<file path="config.mk">
export PLATFORM = sky130hd
export DESIGN_NAME = bcd_serial_converter
export DESIGN_NICKNAME = d
export VERILOG_FILES = /design/src/rtl/bcd_serial_converter.sv
export SDC_FILE = /design/constraint.sdc
export NUM_CORES = 1
export LEC_CHECK = 0
export BUFFER_PORTS_ARGS = -buffer_cell sky130_fd_sc_hd__buf_2
export CAP_MARGIN = 20
export CORE_ASPECT_RATIO = 2
export CORE_MARGIN = 2
export CORE_UTILIZATION = 56
export CTS_CLUSTER_SIZE = 20
export DETAILED_ROUTE_END_ITERATION = 7
export PLACE_DENSITY = 0.77
export SYNTH_ARGS = -nofsm -noshare
export SYNTH_HDL_FRONTEND = slang
export SYNTH_SLANG_ARGS = --single-unit
</file>
<file path="constraint.sdc">
create_clock -name clk -period 2.2 [get_ports clk]
set_input_delay 0.11 -clock clk [delete_from_list [all_inputs] [get_ports clk]]
set_output_delay 0.11 -clock clk [all_outputs]
set_load 0.05 [all_outputs]
</file>
<file path="src/rtl/bcd_serial_converter.sv">
// Purpose : serial binary-to-BCD converter (shift-and-add-3), one bit per CONV cycle.
// Latency : start accepted at edge k -> result on bcd after edge k+BIN_W, done high after edge k+BIN_W+1.
// Backpr. : none; start is ignored while converting, a start seen in DONE chains the next conversion.
//
// Ports:
//   clk        - single clock, rising edge
//   rst_n      - synchronous active-low reset
//   start      - request a conversion of binary (accepted in IDLE or DONE)
//   binary     - unsigned value, sampled only on an accepted start
//   busy       - high while a conversion is shifting (registered)
//   done       - one-cycle pulse once the new result is published (registered)
//   bcd        - packed digits, digit 0 (ones) in bits [3:0]
//   overflow   - the published value did not fit in DIGITS digits
//   lead_blank - bit i (i>=1) set when digit i and every higher digit are zero
module bcd_serial_converter #(
    parameter int BIN_W  = 16,
    parameter int DIGITS = 5
) (
    input  logic                  clk,
    input  logic                  rst_n,
    input  logic                  start,
    input  logic [BIN_W-1:0]      binary,
    output logic                  busy,
    output logic                  done,
    output logic [4*DIGITS-1:0]   bcd,
    output logic                  overflow,
    output logic [DIGITS-1:0]     lead_blank
);

    localparam int BCD_W = 4 * DIGITS;
    localparam int CNT_W = $clog2(BIN_W) + 1;

    localparam logic [CNT_W-1:0]  LAST_ITER = CNT_W'(BIN_W - 1);
    localparam logic [DIGITS-1:0] LB_ONE    = DIGITS'(1);
    localparam logic [DIGITS-1:0] LB_RST    = ~LB_ONE;

    typedef enum logic [1:0] {
        S_IDLE = 2'd0,
        S_CONV = 2'd1,
        S_DONE = 2'd2
    } state_t;

    state_t              state_q,      state_d;
    logic [BIN_W-1:0]    shreg_q,      shreg_d;
    logic [BCD_W-1:0]    scratch_q,    scratch_d;
    logic                ovf_q,        ovf_d;
    logic [CNT_W-1:0]    cnt_q,        cnt_d;
    logic                busy_q,       busy_d;
    logic                done_q,       done_d;
    logic [BCD_W-1:0]    bcd_q,        bcd_d;
    logic                overflow_q,   overflow_d;
    logic [DIGITS-1:0]   lead_blank_q, lead_blank_d;

    logic [BCD_W-1:0]    adj;

    // Bit i is set when digits i..DIGITS-1 are all zero; the ones digit is
    // always shown, so bit 0 stays clear.
    function automatic logic [DIGITS-1:0] blank_of(input logic [BCD_W-1:0] v);
        logic [DIGITS-1:0] b;
        logic              zero_above;
        b          = '0;
        zero_above = 1'b1;
        for (int i = DIGITS - 1; i >= 1; i--) begin
            zero_above = zero_above & (v[4*i +: 4] == 4'd0);
            b[i]       = zero_above;
        end
        return b;
    endfunction

    // Add-3 correction on every digit in parallel, ahead of the shift.
    always_comb begin
        adj = scratch_q;
        for (int i = 0; i < DIGITS; i++) begin
            if (scratch_q[4*i +: 4] >= 4'd5) begin
                adj[4*i +: 4] = scratch_q[4*i +: 4] + 4'd3;
            end
        end
    end

    always_comb begin
        state_d      = state_q;
        shreg_d      = shreg_q;
        scratch_d    = scratch_q;
        ovf_d        = ovf_q;
        cnt_d        = cnt_q;
        bcd_d        = bcd_q;
        overflow_d   = overflow_q;
        lead_blank_d = lead_blank_q;
        // Status outputs are a registered decode of the current state, so they
        // trail the state by one cycle: done appears once bcd is already stable.
        busy_d       = (state_q == S_CONV);
        done_d       = (state_q == S_DONE);

        case (state_q)
            S_IDLE, S_DONE: begin
                if (start) begin
                    state_d   = S_CONV;
                    shreg_d   = binary;
                    scratch_d = '0;
                    ovf_d     = 1'b0;
                    cnt_d     = '0;
                end else begin
                    state_d   = S_IDLE;
                end
            end
            S_CONV: begin
                // Shift {scratch, shreg} left by one; the bit leaving the top
                // digit is worth 10^DIGITS, so dropping it leaves value mod 10^DIGITS.
                scratch_d = {adj[BCD_W-2:0], shreg_q[BIN_W-1]};
                shreg_d   = {shreg_q[BIN_W-2:0], 1'b0};
                ovf_d     = ovf_q | adj[BCD_W-1];
                cnt_d     = cnt_q + 1'b1;
                if (cnt_q == LAST_ITER) begin
                    state_d      = S_DONE;
                    bcd_d        = scratch_d;
                    overflow_d   = ovf_d;
                    lead_blank_d = blank_of(scratch_d);
                end
            end
            default: begin
                state_d = S_IDLE;
            end
        endcase
    end

    always_ff @(posedge clk) begin
        if (!rst_n) begin
            state_q      <= S_IDLE;
            shreg_q      <= '0;
            scratch_q    <= '0;
            ovf_q        <= 1'b0;
            cnt_q        <= '0;
            busy_q       <= 1'b0;
            done_q       <= 1'b0;
            bcd_q        <= '0;
            overflow_q   <= 1'b0;
            lead_blank_q <= LB_RST;
        end else begin
            state_q      <= state_d;
            shreg_q      <= shreg_d;
            scratch_q    <= scratch_d;
            ovf_q        <= ovf_d;
            cnt_q        <= cnt_d;
            busy_q       <= busy_d;
            done_q       <= done_d;
            bcd_q        <= bcd_d;
            overflow_q   <= overflow_d;
            lead_blank_q <= lead_blank_d;
        end
    end

    assign busy       = busy_q;
    assign done       = done_q;
    assign bcd        = bcd_q;
    assign overflow   = overflow_q;
    assign lead_blank = lead_blank_q;

endmodule

</file>
==> flow_metrics.tcl <==
set metrics [dict create \
    rows 38 \
    synthFlopType "dfxtp_1" \
    nFillCells 484 \
    layout_common_cells "dfxtp_1, nand2_1, buf_2" \
    relSlewSlack 0.533 \
    antenna_cells 0 \
    track_usage 0.241 \
    area_growth_pct 16.0 \
    p_leak_uw 0.00142 \
    die-area_um2 6170 \
    clk_latency_ns 0.35 \
    drt-initial-drc-count 88 \
    worst-r2r-cell-count 8 \
    drc_errors 0 \
    clkTransAtPathRegs_ns 0.07 \
    holdPathEnd "shreg_q[0]" \
    crit_arrival_ns 2.26 \
    cts_hold_buf 0 \
    syn_avg_cell_area_um2 8.50 \
    cts_buffers 9 \
    skew_ns 0.00885 \
    grt-ovfl-total 0 \
    netlist_top_cells_area "dfxtp_1, nand2_1, a21oi_1, o21ai_0, ha_1" \
    grt_antenna_before_repair 0 \
    hold_violations 0 \
    endpoint_kind "register" \
    post-place-ws_ns 0.216 \
    grt_start_max_net_pins 40 \
    syn_inst 364 \
    cts_root_buf "clkbuf_8" \
    final_layout_size_suffix_gt1_frac 0.188 \
    fp.dieH_um 109 \
    multi_input_area_um2 1530 \
    vias 2732 \
    grt_use_met2 0.440 \
    seq_area_frac_synth 0.460 \
    r2r_slack_ns 0.20 \
    tns_ns 0 \
    min_period_ns 2.00 \
    routedWlPerCell_um 14.4 \
    routed_wl_mm 6.84 \
    finalSetupViolCount 0 \
    path_class "register to register" \
    cp_max_fo 4 \
    hold_start "binary[0]" \
    holdPathStages 3 \
    outcome "finished, final reports clean" \
    grt_setup_unrepaired "false" \
    r2r_end "lead_blank[1]" \
    grt_first_pass_wirelength_mm 11.6 \
    worstSetupStartpointType "register" \
    fin_ws_ns 0.198 \
    whs_ns 0.0197 \
    cts_resized 0 \
    layout.nets 441 \
    synth_top_cell_area_share 0.460 \
    final_common_cell "dfxtp_1" \
    die-width_um 56.6 \
    grt_pass1_vias 2593 \
    htreeDepth 3 \
    gp_congestion 0.825 \
    required_ns 2.46 \
    stdcell_count 475 \
    synth-edff-count 0 \
    yosysTopAreaCell "dfxtp_1" \
    peakVddDrop_v 0.000710 \
    cts_sinks 71 \
    seq_area_um2 1420 \
    placed_cells 459 \
    synth.distinct_cells 41 \
    io_buffers 45 \
    cts_tree "built" \
    worstReg2RegStart "cnt_q[0]" \
    netlist_area_um2 3090 \
    start_util 0.576 \
    antenna_left 0 \
    timing.fmax_ghz 0.500 \
    hold_class "input pin to register" \
    ys.warnings.count 0 \
    dp_hpwl_mm 5.01 \
    drt_pass1_iterations 4 \
    use_met3 0.0605 \
    slew_viol_final 0 \
    grt_use_met1 0.248 \
    powerDensity_nw_per_um2 712 \
    synth-seq-cells 71 \
    vias_per_cell 5.75 \
    synth_nets 395 \
    min_period_over_period 0.910 \
    pin_count 47 \
    critPathLaunch "cnt_q[0]" \
    top_usage_layer "met2" \
    clockBufferDepth 2 \
    core_um2 5370 \
    cts_setup_buffers 0 \
    maxCapViolCount 0 \
    ys_async_sr_fraction 0 \
    tightest_slew_ns 0.700 \
]
[layout make-up]
| class | instances | area share |
|---|---|---|
| Multi-Input combinational cell | 258 | 0.426 |
| Sequential cell | 71 | 0.396 |
| Timing Repair Buffer | 54 | 0.0816 |
| Clock buffer | 13 | 0.0471 |
| Tap cell | 60 | 0.0209 |
| Inverter | 16 | 0.0167 |
| Clock inverter | 3 | 0.0112 |
[power breakdown]
group	internal [uW]	total [uW]	leakage, uW	switching (uW)
Sequential	1310	1330	0.000575	15.8
Clock	613	1080	0.000109	468
Combinational	50.5	146	0.000737	95.4
[how the worst max path moves through the flow]
| stage | end | slack, ns | cells after the start |
|---|---|---|---|
| 2_1_floorplan | lead_blank[1] | 0.25 | 9 |
| 3_3_place_gp | lead_blank[1] | 0.25 | 7 |
| 3_5_place_dp | lead_blank[1] | 0.22 | 7 |
| 4_1_cts | lead_blank[1] | 0.19 | 7 |
| 5_1_grt | lead_blank[1] | 0.03 | 8 |
| 6_report | lead_blank[1] | 0.20 | 8 |
[routing by layer]
metal,routed length (um),share of wire
met3,316,0.046
met1,2510,0.37
met5,0,0
met4,150,0.022
met2,3860,0.56
[per-stage QoR]
stage                     power [uW]  utilization  area, um^2
after global routing            2640        0.668        3590
after CTS                       2580        0.667        3580
final                           2550        0.668        3590
after detailed placement        1500        0.628        3370
after global placement          1500        0.628        3370
after floorplan                 1450            -        3090
[cell usage after synthesis (all sizes together), types with 4 or more instances]
master	instances
a211oi	9
a21oi	36
a22o	7
a22oi	16
and3	7
buf	10
clkbuf	9
dfxtp	71
ha	12
inv	16
nand2	61
nand2b	4
nor2	17
nor2b	5
nor3	13
nor3b	4
o211ai	6
o21ai	31
xnor2	5
[critical path, cell delays in order, from the launching register on]
cell	delay [ns]
dfxtp_1	0.37
ha_1	0.20
and3_1	0.16
ha_1	0.20
and3b_1	0.19
and3_1	0.16
and3b_1	0.20
o2111ai_2	0.14
o311ai_2	0.29
[cells by family (layout without fill, tap and decap cells)]
logic type / Yosys count / in the layout / share of synthesized area
multiplexers: 3 / 3 / 0.0105
XOR/XNOR: 5 / 5 / 0.0142
AO/OA/AOI/OAI: 115 / 115 / 0.233
other: 1 / 1 / 0.00121
adder cells (fa/ha/maj): 12 / 12 / 0.0485
buffers and inverters: 35 / 86 / 0.0489
AND/OR/NAND/NOR: 122 / 122 / 0.184
flip-flops: 71 / 71 / 0.460
[state kept, by name, indices dropped and copies added (netlist names)]
signal	count
cnt_q	5
ovf_q	1
bcd	20
state_q	2
busy	1
overflow	1
done	1
lead_blank	4
shreg_q	16
scratch_q	20
Power figures use the tool's default switching activity.
